## config.mk

```make
export PLATFORM = sky130hd
export DESIGN_NAME = hazard_scoreboard
export DESIGN_NICKNAME = d
export VERILOG_FILES = /design/src/rtl/hazard_scoreboard_pkg.sv /design/src/rtl/hazard_scoreboard_sb_slot.sv /design/src/rtl/hazard_scoreboard.sv
export SDC_FILE = /design/constraint.sdc
export NUM_CORES = 1
export LEC_CHECK = 0
export CAP_MARGIN = 10
export CORE_MARGIN = 2
export CORE_UTILIZATION = 26
export CTS_CLUSTER_DIAMETER = 100
export CTS_CLUSTER_SIZE = 40
export DETAILED_ROUTE_END_ITERATION = 8
export PLACE_DENSITY = 0.5
export SLEW_MARGIN = 40
export SYNTH_ARGS = -nofsm -noshare
export SYNTH_HDL_FRONTEND = slang
export SYNTH_SLANG_ARGS = --single-unit
```

## constraint.sdc

```tcl
create_clock -name CLK -period 2.7 [get_ports CLK]
set_clock_uncertainty 0.15 [all_clocks]
set_input_delay 0.405 -clock CLK [delete_from_list [all_inputs] [get_ports CLK]]
set_output_delay 0.405 -clock CLK [all_outputs]
set_load 0.02 [all_outputs]
```

## src/rtl/hazard_scoreboard_pkg.sv

```systemverilog
// Shared types for the hazard scoreboard: register index, forward-select encoding,
// shadow slot contents, and the slot match / forward-pick helpers.
package hazard_scoreboard_pkg;

  typedef logic [4:0] regbits_t;

  typedef enum logic [1:0] {
    FWD_RF    = 2'b00,
    FWD_EXMEM = 2'b01,
    FWD_MEMWB = 2'b10
  } fwd_sel_t;

  typedef struct packed {
    logic     valid;
    regbits_t rs;
    regbits_t rt;
    regbits_t dest;
    logic     regwen;
    logic     memread;
  } sb_entry_t;

  // $0 is hard-wired to zero, so it can never be the subject of a hazard or a bypass.
  function automatic logic slot_match(input sb_entry_t slot, input regbits_t r);
    return slot.valid && slot.regwen && (slot.dest == r) && (r != '0);
  endfunction

  // MEM result is the newest, but a load in MEM has no data yet.
  function automatic fwd_sel_t fwd_pick(input sb_entry_t mem, input sb_entry_t wb,
                                        input regbits_t src);
    if (slot_match(mem, src) && !mem.memread) return FWD_EXMEM;
    if (slot_match(wb, src)) return FWD_MEMWB;
    return FWD_RF;
  endfunction

endpackage

```

## src/rtl/hazard_scoreboard_sb_slot.sv

```systemverilog
// One shadow pipeline latch: async clear, synchronous flush (wins over enable), load enable.
module sb_slot
  import hazard_scoreboard_pkg::*;
(
  input  logic      CLK,
  input  logic      nRST,
  input  logic      flush,
  input  logic      en,
  input  sb_entry_t d,
  output sb_entry_t q
);

  always_ff @(posedge CLK or negedge nRST) begin
    if (!nRST) begin
      q <= '0;
    end else if (flush) begin
      q <= '0;
    end else if (en) begin
      q <= d;
    end
  end

endmodule

```

## src/rtl/hazard_scoreboard.sv

```systemverilog
// Shadow EX/MEM/WB destination tracking: RAW stall request, EX forwarding selects,
// and a saturating count of stall cycles.
module hazard_scoreboard
  import hazard_scoreboard_pkg::*;
#(
  parameter bit FWD_EN = 1'b1,
  parameter int CNT_W  = 16
) (
  input  logic             CLK,
  input  logic             nRST,
  input  logic [4:0]       idRs,
  input  logic [4:0]       idRt,
  input  logic             idUsesRs,
  input  logic             idUsesRt,
  input  logic [4:0]       idDest,
  input  logic             idRegWEN,
  input  logic             idMemRead,
  input  logic             idW,
  input  logic             exW,
  input  logic             memW,
  input  logic             idRST,
  input  logic             exRST,
  input  logic             memRST,
  input  logic             cnt_clr,
  output logic             data_hazard,
  output logic [1:0]       fwdA,
  output logic [1:0]       fwdB,
  output logic [CNT_W-1:0] stall_cnt
);

  localparam logic [CNT_W-1:0] CNT_MAX = '1;

  sb_entry_t id_entry, ex_q, mem_q, wb_q;
  logic      rs_ex, rt_ex, rs_mem, rt_mem;
  logic      unused_ok;

  assign id_entry = '{valid: 1'b1, rs: idRs, rt: idRt, dest: idDest,
                      regwen: idRegWEN, memread: idMemRead};

  sb_slot u_ex (
    .CLK(CLK), .nRST(nRST), .flush(idRST), .en(idW), .d(id_entry), .q(ex_q)
  );
  sb_slot u_mem (
    .CLK(CLK), .nRST(nRST), .flush(exRST), .en(exW), .d(ex_q), .q(mem_q)
  );
  sb_slot u_wb (
    .CLK(CLK), .nRST(nRST), .flush(memRST), .en(memW), .d(mem_q), .q(wb_q)
  );

  always_comb begin
    rs_ex  = idUsesRs && slot_match(ex_q, idRs);
    rt_ex  = idUsesRt && slot_match(ex_q, idRt);
    rs_mem = idUsesRs && slot_match(mem_q, idRs);
    rt_mem = idUsesRt && slot_match(mem_q, idRt);
    if (FWD_EN) begin
      data_hazard = (rs_ex || rt_ex) && ex_q.memread;
    end else begin
      // WB is ignored: the register file writes in the first half-cycle.
      data_hazard = rs_ex || rt_ex || rs_mem || rt_mem;
    end
  end

  assign fwdA = FWD_EN ? fwd_pick(mem_q, wb_q, ex_q.rs) : FWD_RF;
  assign fwdB = FWD_EN ? fwd_pick(mem_q, wb_q, ex_q.rt) : FWD_RF;

  always_ff @(posedge CLK or negedge nRST) begin
    if (!nRST) begin
      stall_cnt <= '0;
    end else if (cnt_clr) begin
      stall_cnt <= '0;
    end else if (data_hazard && (stall_cnt != CNT_MAX)) begin
      stall_cnt <= stall_cnt + CNT_W'(1);
    end
  end

  assign unused_ok = ^{mem_q.rs, mem_q.rt, wb_q.rs, wb_q.rt, wb_q.memread};

endmodule

```

==> results of run 1 <==
worst max-delay path: cells and delay by family:
family	cells	cell delay [ns]
buf+inv	4	0.96
compound gates	3	0.61
xor+xnor	1	0.16
simple gates	1	0.46
power groups by stage:
| stage | Combinational, W | Sequential (W) | Clock (W) |
|---|---|---|---|
| 6_report | 0.000205 | 0.000778 | 0.000442 |
| 5_1_grt | 0.000227 | 0.000782 | 0.000483 |
| 3_5_place_dp | 0.000203 | 0.000794 | 0 |
| 3_3_place_gp | 0.000201 | 0.000793 | 0 |
| 2_1_floorplan | 0.0000971 | 0.000789 | 0 |
| 4_1_cts | 0.000206 | 0.000779 | 0.000456 |
what timing repair did:
item | CTS | global route
pin swaps | 0 | 2
setup endpoints to repair | 4 | 6
gates resized for setup | 8 | 12
flip-flops by register name, summed over array words and instances (netlist names):
| signal | flops |
|---|---|
| u_ex.q | 18 |
| stall_cnt | 16 |
| u_mem.q | 8 |
| u_wb.q | 7 |
Yosys cell counts (all sizes together):
cell type and number:
a21oi 5, o21ai 5, nand4 7, a311oi 1
nor2 46, nor2b 5, o31ai 3, o21ba 1
mux2i 33, nand2b 1, nor4 8, or2 1
o41ai 1, o21bai 1, or3 4, ha 1
and3b 2, nand3 10, and4b 1, and4 1
or4 7, inv 4, nor3 2, buf 5
a2111oi 1, dfrtp 49, xor2 10, o31a 1
a31oi 2, nand2 8, xnor2 21, clkbuf 7
o211ai 2, mux2 3
metrics by stage:
stage / hold slack (ns) / setup WS, ns / setup TNS (ns) / instances / utilization (%)
2_1_floorplan: -0.0406 / 0.237 / 0 / 259 / -
3_3_place_gp: 0.354 / -0.268 / -0.864 / 453 / 34.9
3_5_place_dp: 0.358 / -0.264 / -0.957 / 453 / 34.9
4_1_cts: 0.0901 / 0.00167 / 0 / 460 / 35.9
5_1_grt: 0.116 / 0.0167 / 0 / 460 / 35.9
6_report: 0.0580 / 0.168 / 0 / 460 / 35.9
per-layer routing:
| metal | global-route usage (%) | up-vias | routed length (µm) |
|---|---|---|---|
| met1 | 19.1 | 1019 | 3580 |
| met3 | 2.56 | 4 | 273 |
| met5 | 0 | - | 0 |
| met2 | 18.8 | 44 | 2850 |
| met4 | 3.43 | 0 | 76 |
| li1 | - | 1049 | - |
layout make-up:
| class | count | area share, % |
|---|---|---|
| Inverter | 4 | 0.425 |
| Multi-Input combinational cell | 194 | 38.7 |
| Sequential cell | 49 | 34.7 |
| Tap cell | 133 | 4.71 |
| Clock buffer | 7 | 2.45 |
| Timing Repair Buffer | 73 | 18.9 |
path summary, 6_finish.rpt:
path | start | endpoint | slack (ns) | depth (start not counted)
min | nRST | u_ex.q[0] | 0.06 | 2
min reg2reg | u_mem.q[0] | u_mem.q[0] | 0.37 | 2
max in group asynchronous | nRST | stall_cnt[7] | 1.90 | 2
max reg2reg | u_ex.q[5] | stall_cnt[9] | 0.26 | 8
max | idRs[2] | stall_cnt[9] | 0.17 | 9
min in group CLK | idRs[3] | u_ex.q[15] | 0.32 | 3
cells by family (layout without fill, tap and decap cells):
group           after synthesis  after routing  synth area share, %
buf+inv                      16             84                 2.75
flops                        49             49                 46.4
compound gates               23             23                 6.63
simple gates                103            103                 19.7
xor+xnor                     31             31                 10.3
mux                          36             36                 13.8
fa+ha+maj                     1              1                0.474
==> impl_metrics.json, run 1 <==
{
  "status": "finished, final reports clean",
  "cts_root_buffer": "clkbuf_8",
  "worstMarginPinSlew_ns": 0.729,
  "ant_nets": 0,
  "finalCriticalPeriod_ns": 2.53,
  "crit_type": "in -> reg",
  "vias": 2116,
  "fmaxAchievable_mhz": 395,
  "dr.first_iter.drc_count": 42,
  "synth_seq_area_share_pct": 46.4,
  "switching_power_w": 0.000360,
  "syn-cell-area_mm2": 0.00264,
  "min_path_type": "in -> async",
  "cpPeakStageDelay_ns": 0.46,
  "crit_path_cell_trace": "clkdlybuf4s50_1, buf_4, xor2_1, a2111oi_4, buf_4, o21ai_2, buf_12, or4_1, a21oi_1",
  "power_density_mw_per_mm2": 404,
  "max_cap_violations": 0,
  "p_int_w": 0.00106,
  "final_cell_mix": "49 x dfrtp_1, 45 x nor2_1, 39 x clkdlybuf4s50_1",
  "diodes": 0,
  "dp_hpwl_um": 5090,
  "endpoint_kind": "flip-flop",
  "crit_path_top_delay_cell": "clkdlybuf4s50_1",
  "p_seq_share_pct": 54.6,
  "layout-drive-gt1-share_pct": 13.5,
  "drt-vias-per-instance": 4.60,
  "rsz0062_at_grt": "false",
  "cp-start-kind": "input port",
  "fin_nets": 356,
  "cp_max_fo": 7,
  "area_growth_pct": 33.6,
  "gr-total-overflow": 0,
  "grt_max_degree": 50,
  "chipWidth_um": 105,
  "clk_latency_ns": 0.30,
  "report.final.slew_viol_count": 0,
  "synth_cell_types": 40,
  "clk_transition_reported_paths_ns": 0.09,
  "grtUsageTotal_pct": 12.8,
  "initial_core_util_pct": 26.9,
  "die_h_um": 105,
  "gp_congestion": 0.799,
  "ys_seq_elements": 49,
  "htree_levels": 2,
  "numPortBuffers": 48,
  "cts_tree": "built",
  "slew_headroom_pct": 51.2,
  "fp.dieArea_mm2": 0.0110,
  "fillers": 1020,
  "cts_sinks": 49,
  "period_share_pct": 93.8,
  "synthCells": 259,
  "grt_pass1_wl_um": 11200,
  "power_frac_comb_pct": 14.4,
  "layout_commonest_cell": "dfrtp_1",
  "synthTopCellsByArea": "dfrtp_1 46%, mux2i_1 13%, xnor2_1 7.0%, nor2_1 6.5%, xor2_1 3.3%",
  "post-cts-setup-buffers": 0,
  "yosys.area.top_type_share_pct": 46.4,
  "arrival_ns": 2.60,
  "yosysWarningCount": 0,
  "yosys.area.top_type": "dfrtp_1",
  "hold_viol": 0,
  "clkPwrFrac_pct": 31.0,
  "routed_wl_um": 6780,
  "first_pass_iters": 4,
  "pin_count": 49,
  "switching_share_pct": 25.3,
  "grt_pass1_vias": 2123,
  "place_area_mm2": 0.00343,
  "avgSynthCellArea_um2": 10.2,
  "fin_area_mm2": 0.00353,
  "cts_buffer_depth": 2,
  "wl_per_cell_um": 14.7,
  "crit_top_cell": "buf_4",
  "leakagePower_nw": 1.59,
  "drcViolationCount": 0,
  "power_w": 0.00142,
  "multi_input_area_mm2": 0.00137,
  "syn-num-nets": 288,
  "setup_viol": 0,
  "fp.coreArea_mm2": 0.00982,
  "cts_inserted_buffers": 5,
  "cts-hold-fix-buffers": 0,
  "row_count": 36,
  "required_ns": 2.77,
  "peakVddDrop_mv": 0.186,
  "layout.area.seq_mm2": 0.00123,
  "antenna_found_initial": 0
}
Power figures use the tool's default switching activity.
==> inputs of run 2 (changes only) <==
Settings changed: PLACE_DENSITY 0.5 to not set.
==> impl_metrics.json, run 2 (synthesis gave the netlist of run 1 again) <==
{
  "status": "finished, final reports clean",
  "row_count": 36,
  "min_path_type": "in -> async",
  "die_h_um": 105,
  "report.final.slew_viol_count": 0,
  "period_share_pct": 97.6,
  "first_pass_iters": 4,
  "finalWorstSetupSlack_ns": 0.0653,
  "clkPwrFrac_pct": 32.7,
  "cp_top_family": "simple AND/OR/NAND/NOR gates",
  "peakVddDrop_mv": 0.201,
  "cpPeakStageDelay_ns": 0.54,
  "cts_tree": "built",
  "crit_type": "reg -> out",
  "endpoint_kind": "output port",
  "crit_top_cell": "nor4_2",
  "p_seq_share_pct": 53.1,
  "wl_per_cell_um": 13.7,
  "grtUsageTotal_pct": 11.9,
  "power_frac_comb_pct": 14.2,
  "dr.first_iter.drc_count": 118,
  "place_area_mm2": 0.00343,
  "crit_buf_inv": 2,
  "switching_power_w": 0.000391,
  "layout-drive-gt1-share_pct": 15.8,
  "place_ws_ns": -0.239,
  "worstMarginPinSlew_ns": 0.680,
  "crit_path_top_delay_cell": "or4_1",
  "layout_commonest_cell": "dfrtp_1",
  "finalCriticalPeriod_ns": 2.63,
  "grt_pass1_wl_um": 10600,
  "fin_area_mm2": 0.00358,
  "dp_hpwl_um": 4730,
  "slew_headroom_pct": 54.5,
  "p_int_w": 0.00108,
  "whs_ns": 0.0324,
  "fillers": 1048,
  "required_ns": 2.14,
  "cts_inserted_buffers": 5,
  "post-cts-setup-buffers": 0,
  "numPortBuffers": 48,
  "setup_viol": 0,
  "rsz0062_at_grt": "true",
  "vias": 2159,
  "htree_levels": 2,
  "power_w": 0.00147,
  "antenna_found_initial": 0,
  "largest_reg_flops": 18,
  "cts_buffer_depth": 2,
  "chipWidth_um": 105,
  "arrival_ns": 2.08,
  "gr-total-overflow": 0,
  "fin_nets": 358,
  "clk_transition_reported_paths_ns": 0.10,
  "drt-vias-per-instance": 4.66,
  "grt_pass1_vias": 2043,
  "fmaxAchievable_mhz": 380,
  "pin_count": 49,
  "fp.dieArea_mm2": 0.0110,
  "crit_path_cell_trace": "or4_1, nor2_2, nor4_2, nor4_2, buf_4, clkdlybuf4s15_2",
  "leakagePower_nw": 1.58,
  "drcViolationCount": 0,
  "fin_tns_setup_ns": 0,
  "cts_sinks": 49,
  "routed_wl_um": 6320,
  "reg_top3": "u_ex.q: 18 flops, stall_cnt: 16 flops, u_mem.q: 8 flops",
  "layout.area.seq_mm2": 0.00123,
  "largest-register": "u_ex.q",
  "final_cell_mix": "49 x dfrtp_1, 44 x nor2_1, 41 x clkdlybuf4s50_1",
  "cts-hold-fix-buffers": 0,
  "grt_max_degree": 50,
  "fp.coreArea_mm2": 0.00982,
  "max_cap_violations": 0,
  "area_growth_pct": 35.4,
  "cp-start-kind": "flip-flop",
  "initial_core_util_pct": 26.9,
  "diodes": 0,
  "multi_input_area_mm2": 0.00140,
  "hold_viol": 0,
  "switching_share_pct": 26.6,
  "cp_max_fo": 2,
  "ant_nets": 0,
  "power_density_mw_per_mm2": 410,
  "gp_congestion": 0.760,
  "cts_root_buffer": "clkbuf_8",
  "clk_latency_ns": 0.31
}
[run 2: cell types whose count changed in the layout (fill, tap and decap cells not counted), sizes merged]
| cell | change |
|---|---|
| clkbuf | -3 |
| dlymetal6s2s | -3 |
| buf | +2 |
| clkdlybuf4s50 | +2 |
| dlygate4sd2 | +2 |
| clkdlybuf4s15 | +1 |
| clkinv | +1 |
| inv | +1 |
[run 2: repair_timing]
action                                  in CTS  in global routing
endpoints found under the setup margin       5                  3
pin swaps                                    2                  1
gates resized for setup                     18                  6
[run 2: final cells by class]
class	count	area share (%)
inverters	4	0.420
clock inverters	2	0.490
flip-flops and latches	49	34.3
clock buffers	6	2.31
well taps	133	4.65
repair buffers	75	18.7
multi-input cells	194	39.1
[run 2: worst paths after layout]
check | startpoint | end | slack [ns] | cells after the start
max | u_ex.q[13] | fwdA[1] | 0.07 | 6
min | nRST | stall_cnt[4] | 0.03 | 2
max reg2reg | u_ex.q[6] | stall_cnt[6] | 0.33 | 9
min reg2reg | u_mem.q[0] | u_mem.q[0] | 0.38 | 2
max in group asynchronous | nRST | u_wb.q[2] | 1.93 | 2
min in group CLK | idRs[0] | u_ex.q[12] | 0.34 | 3
[run 2: metrics by stage]
step	utilization, %	cells
global placement	34.9	455
global route	36.4	463
detailed placement	34.9	455
finish	36.4	463
floorplan	-	259
CTS	36.3	463
[run 2: per-layer routing]
layer,vias to the layer above,track usage (%),wire length [µm]
li1,1058,-,-
met1,1053,16.4,3020
met2,42,19.1,2990
met3,6,2.06,235
met4,0,3.71,74
met5,-,0,0
[run 2: power by group through the flow]
stage / combinational (W) / clock, W / sequential (W)
global placement: 0.000198 / 0 / 0.000792
detailed placement: 0.000200 / 0 / 0.000792
CTS: 0.000209 / 0.000499 / 0.000778
global route: 0.000231 / 0.000519 / 0.000781
finish: 0.000209 / 0.000479 / 0.000778
floorplan: 0.0000971 / 0 / 0.000789
==> inputs of run 3 (changes only) <==
Settings changed: CTS_CLUSTER_SIZE 40 to 25, GPL_TIMING_DRIVEN set to 0.
==> impl_metrics.json, run 3 (synthesis gave the netlist of run 1 again) <==
{
  "status": "finished, final reports clean",
  "grt_pass1_vias": 2069,
  "htree_levels": 2,
  "place_ws_ns": -0.424,
  "first_pass_iters": 4,
  "grtUsageTotal_pct": 12.6,
  "worstHoldPathCells": 2,
  "required_ns": 2.14,
  "drcViolationCount": 0,
  "peakVddDrop_mv": 0.181,
  "cts_root_buffer": "clkbuf_8",
  "die_h_um": 105,
  "ant_nets": 0,
  "largest_reg_flops": 18,
  "min_path_type": "in -> reg",
  "worstMarginPinSlew_ns": 0.719,
  "fmaxAchievable_mhz": 379,
  "fillers": 1037,
  "report.final.slew_viol_count": 0,
  "cts_buffer_depth": 2,
  "layout.area.seq_mm2": 0.00123,
  "fp.coreArea_mm2": 0.00982,
  "arrival_ns": 2.08,
  "finalWorstSetupSlack_ns": 0.0639,
  "drt-vias-per-instance": 4.65,
  "initial_core_util_pct": 26.9,
  "leakagePower_nw": 1.53,
  "pin_count": 49,
  "antenna_found_initial": 0,
  "period_share_pct": 97.6,
  "cpPeakStageDelay_ns": 0.48,
  "crit_type": "in -> out",
  "layout-drive-gt1-share_pct": 9.58,
  "whs_endpoint": "u_mem.q[0]",
  "gp_congestion": 0.798,
  "largest-register": "u_ex.q",
  "vias": 2076,
  "power_density_mw_per_mm2": 416,
  "worstReg2RegStart": "stall_cnt[0]",
  "cp-start-kind": "input port",
  "clk_latency_ns": 0.30,
  "layout_commonest_cell": "dfrtp_1",
  "numPortBuffers": 43,
  "clk_transition_reported_paths_ns": 0.09,
  "grt_pass1_wl_um": 11100,
  "dp_hpwl_um": 4950,
  "reg2reg_to": "stall_cnt[1]",
  "fin_nets": 341,
  "reg2regPathDepth": 9,
  "wl_per_cell_um": 14.8,
  "crit_path_cell_trace": "clkdlybuf4s50_1, nor2_2, o41ai_4, a2111oi_4, or2_4, clkdlybuf4s15_2",
  "routed_wl_um": 6610,
  "final_cell_mix": "49 x dfrtp_1, 43 x nor2_1, 34 x clkdlybuf4s50_1",
  "max_cap_violations": 0,
  "multi_input_area_mm2": 0.00140,
  "hold_viol": 0,
  "hp-start": "exRST",
  "endpoint_kind": "output port",
  "cp_max_fo": 4,
  "dr.first_iter.drc_count": 107,
  "finalCriticalPeriod_ns": 2.64,
  "cts_inserted_buffers": 5,
  "r2r_slack_ns": 0.25,
  "final_util_pct": 35.0,
  "cts_sinks": 49,
  "cts_tree": "built",
  "row_count": 36,
  "setup_viol": 0,
  "grt_max_degree": 35,
  "gr-total-overflow": 0,
  "crit_path_top_delay_cell": "clkdlybuf4s50_1",
  "fp.dieArea_mm2": 0.0110,
  "area_growth_pct": 30.2,
  "diodes": 0,
  "slew_headroom_pct": 52.1,
  "chipWidth_um": 105,
  "reg_top3": "u_ex.q: 18 flops, stall_cnt: 16 flops, u_mem.q: 8 flops"
}
## run 3: final cells by class
| cell class | instances | area share (%) |
|---|---|---|
| Tap cell | 133 | 4.84 |
| Clock inverter | 2 | 0.400 |
| Buffer | 12 | 1.67 |
| Sequential cell | 49 | 35.6 |
| Clock buffer | 6 | 2.40 |
| Timing Repair Buffer | 46 | 13.8 |
| Inverter | 4 | 0.437 |
| Multi-Input combinational cell | 194 | 40.8 |
## run 3: worst max path at each step
| stage | start | end | slack (ns) |
|---|---|---|---|
| 5_1_grt | u_ex.q[8] | fwdB[1] | -0.005 |
| 6_report | idRs[4] | data_hazard | 0.06 |
| 4_1_cts | u_ex.q[8] | fwdB[0] | -0.006 |
| 2_1_floorplan | u_ex.q[8] | fwdB[1] | 0.24 |
| 3_3_place_gp | nRST | u_ex.q[3] | -0.46 |
| 3_5_place_dp | idRs[3] | data_hazard | -0.42 |
## run 3: stage by stage
step	setup TNS [ns]	hold WS [ns]	instance area (µm²)	instances	total power (W)
3_5_place_dp	-0.730	0.141	3260	436	0.000972
6_report	0	0.298	3440	446	0.00143
4_1_cts	-0.00612	0.285	3390	445	0.00145
3_3_place_gp	-22.82	0.347	3240	435	0.000965
2_1_floorplan	0	-0.0406	2640	259	0.000886
5_1_grt	-0.00502	0.310	3440	446	0.00150
## run 3: worst max-delay path, delay by kind of cell
| kind | cells | cell delay, ns |
|---|---|---|
| buffers and inverters | 2 | 0.74 |
| AOI/OAI and AO/OA | 2 | 0.56 |
| and+or+nand+nor | 2 | 0.37 |
## run 3: routing by layer
metal	wire length [µm]	up-vias	global-route usage, %
met5	0	-	0
met4	47	0	3.14
met3	163	4	2.43
met2	3030	34	19.3
met1	3370	1022	18.1
li1	-	1016	-
## run 3: what timing repair did
action | CTS | global route
gates resized for setup | 14 | 14
pin swaps | 4 | 1
buffers inserted | 0 | 1
setup endpoints to repair | 4 | 6
hold buffers | 1 | 0
endpoints found under the hold margin | 15 | 0
## run 3: report_power, final
part | switching (W) | internal, W | total (W)
clock network | 0.000257 | 0.000208 | 0.000465
logic | 0.0000887 | 0.0000898 | 0.000179
registers | 0.0000317 | 0.000754 | 0.000786
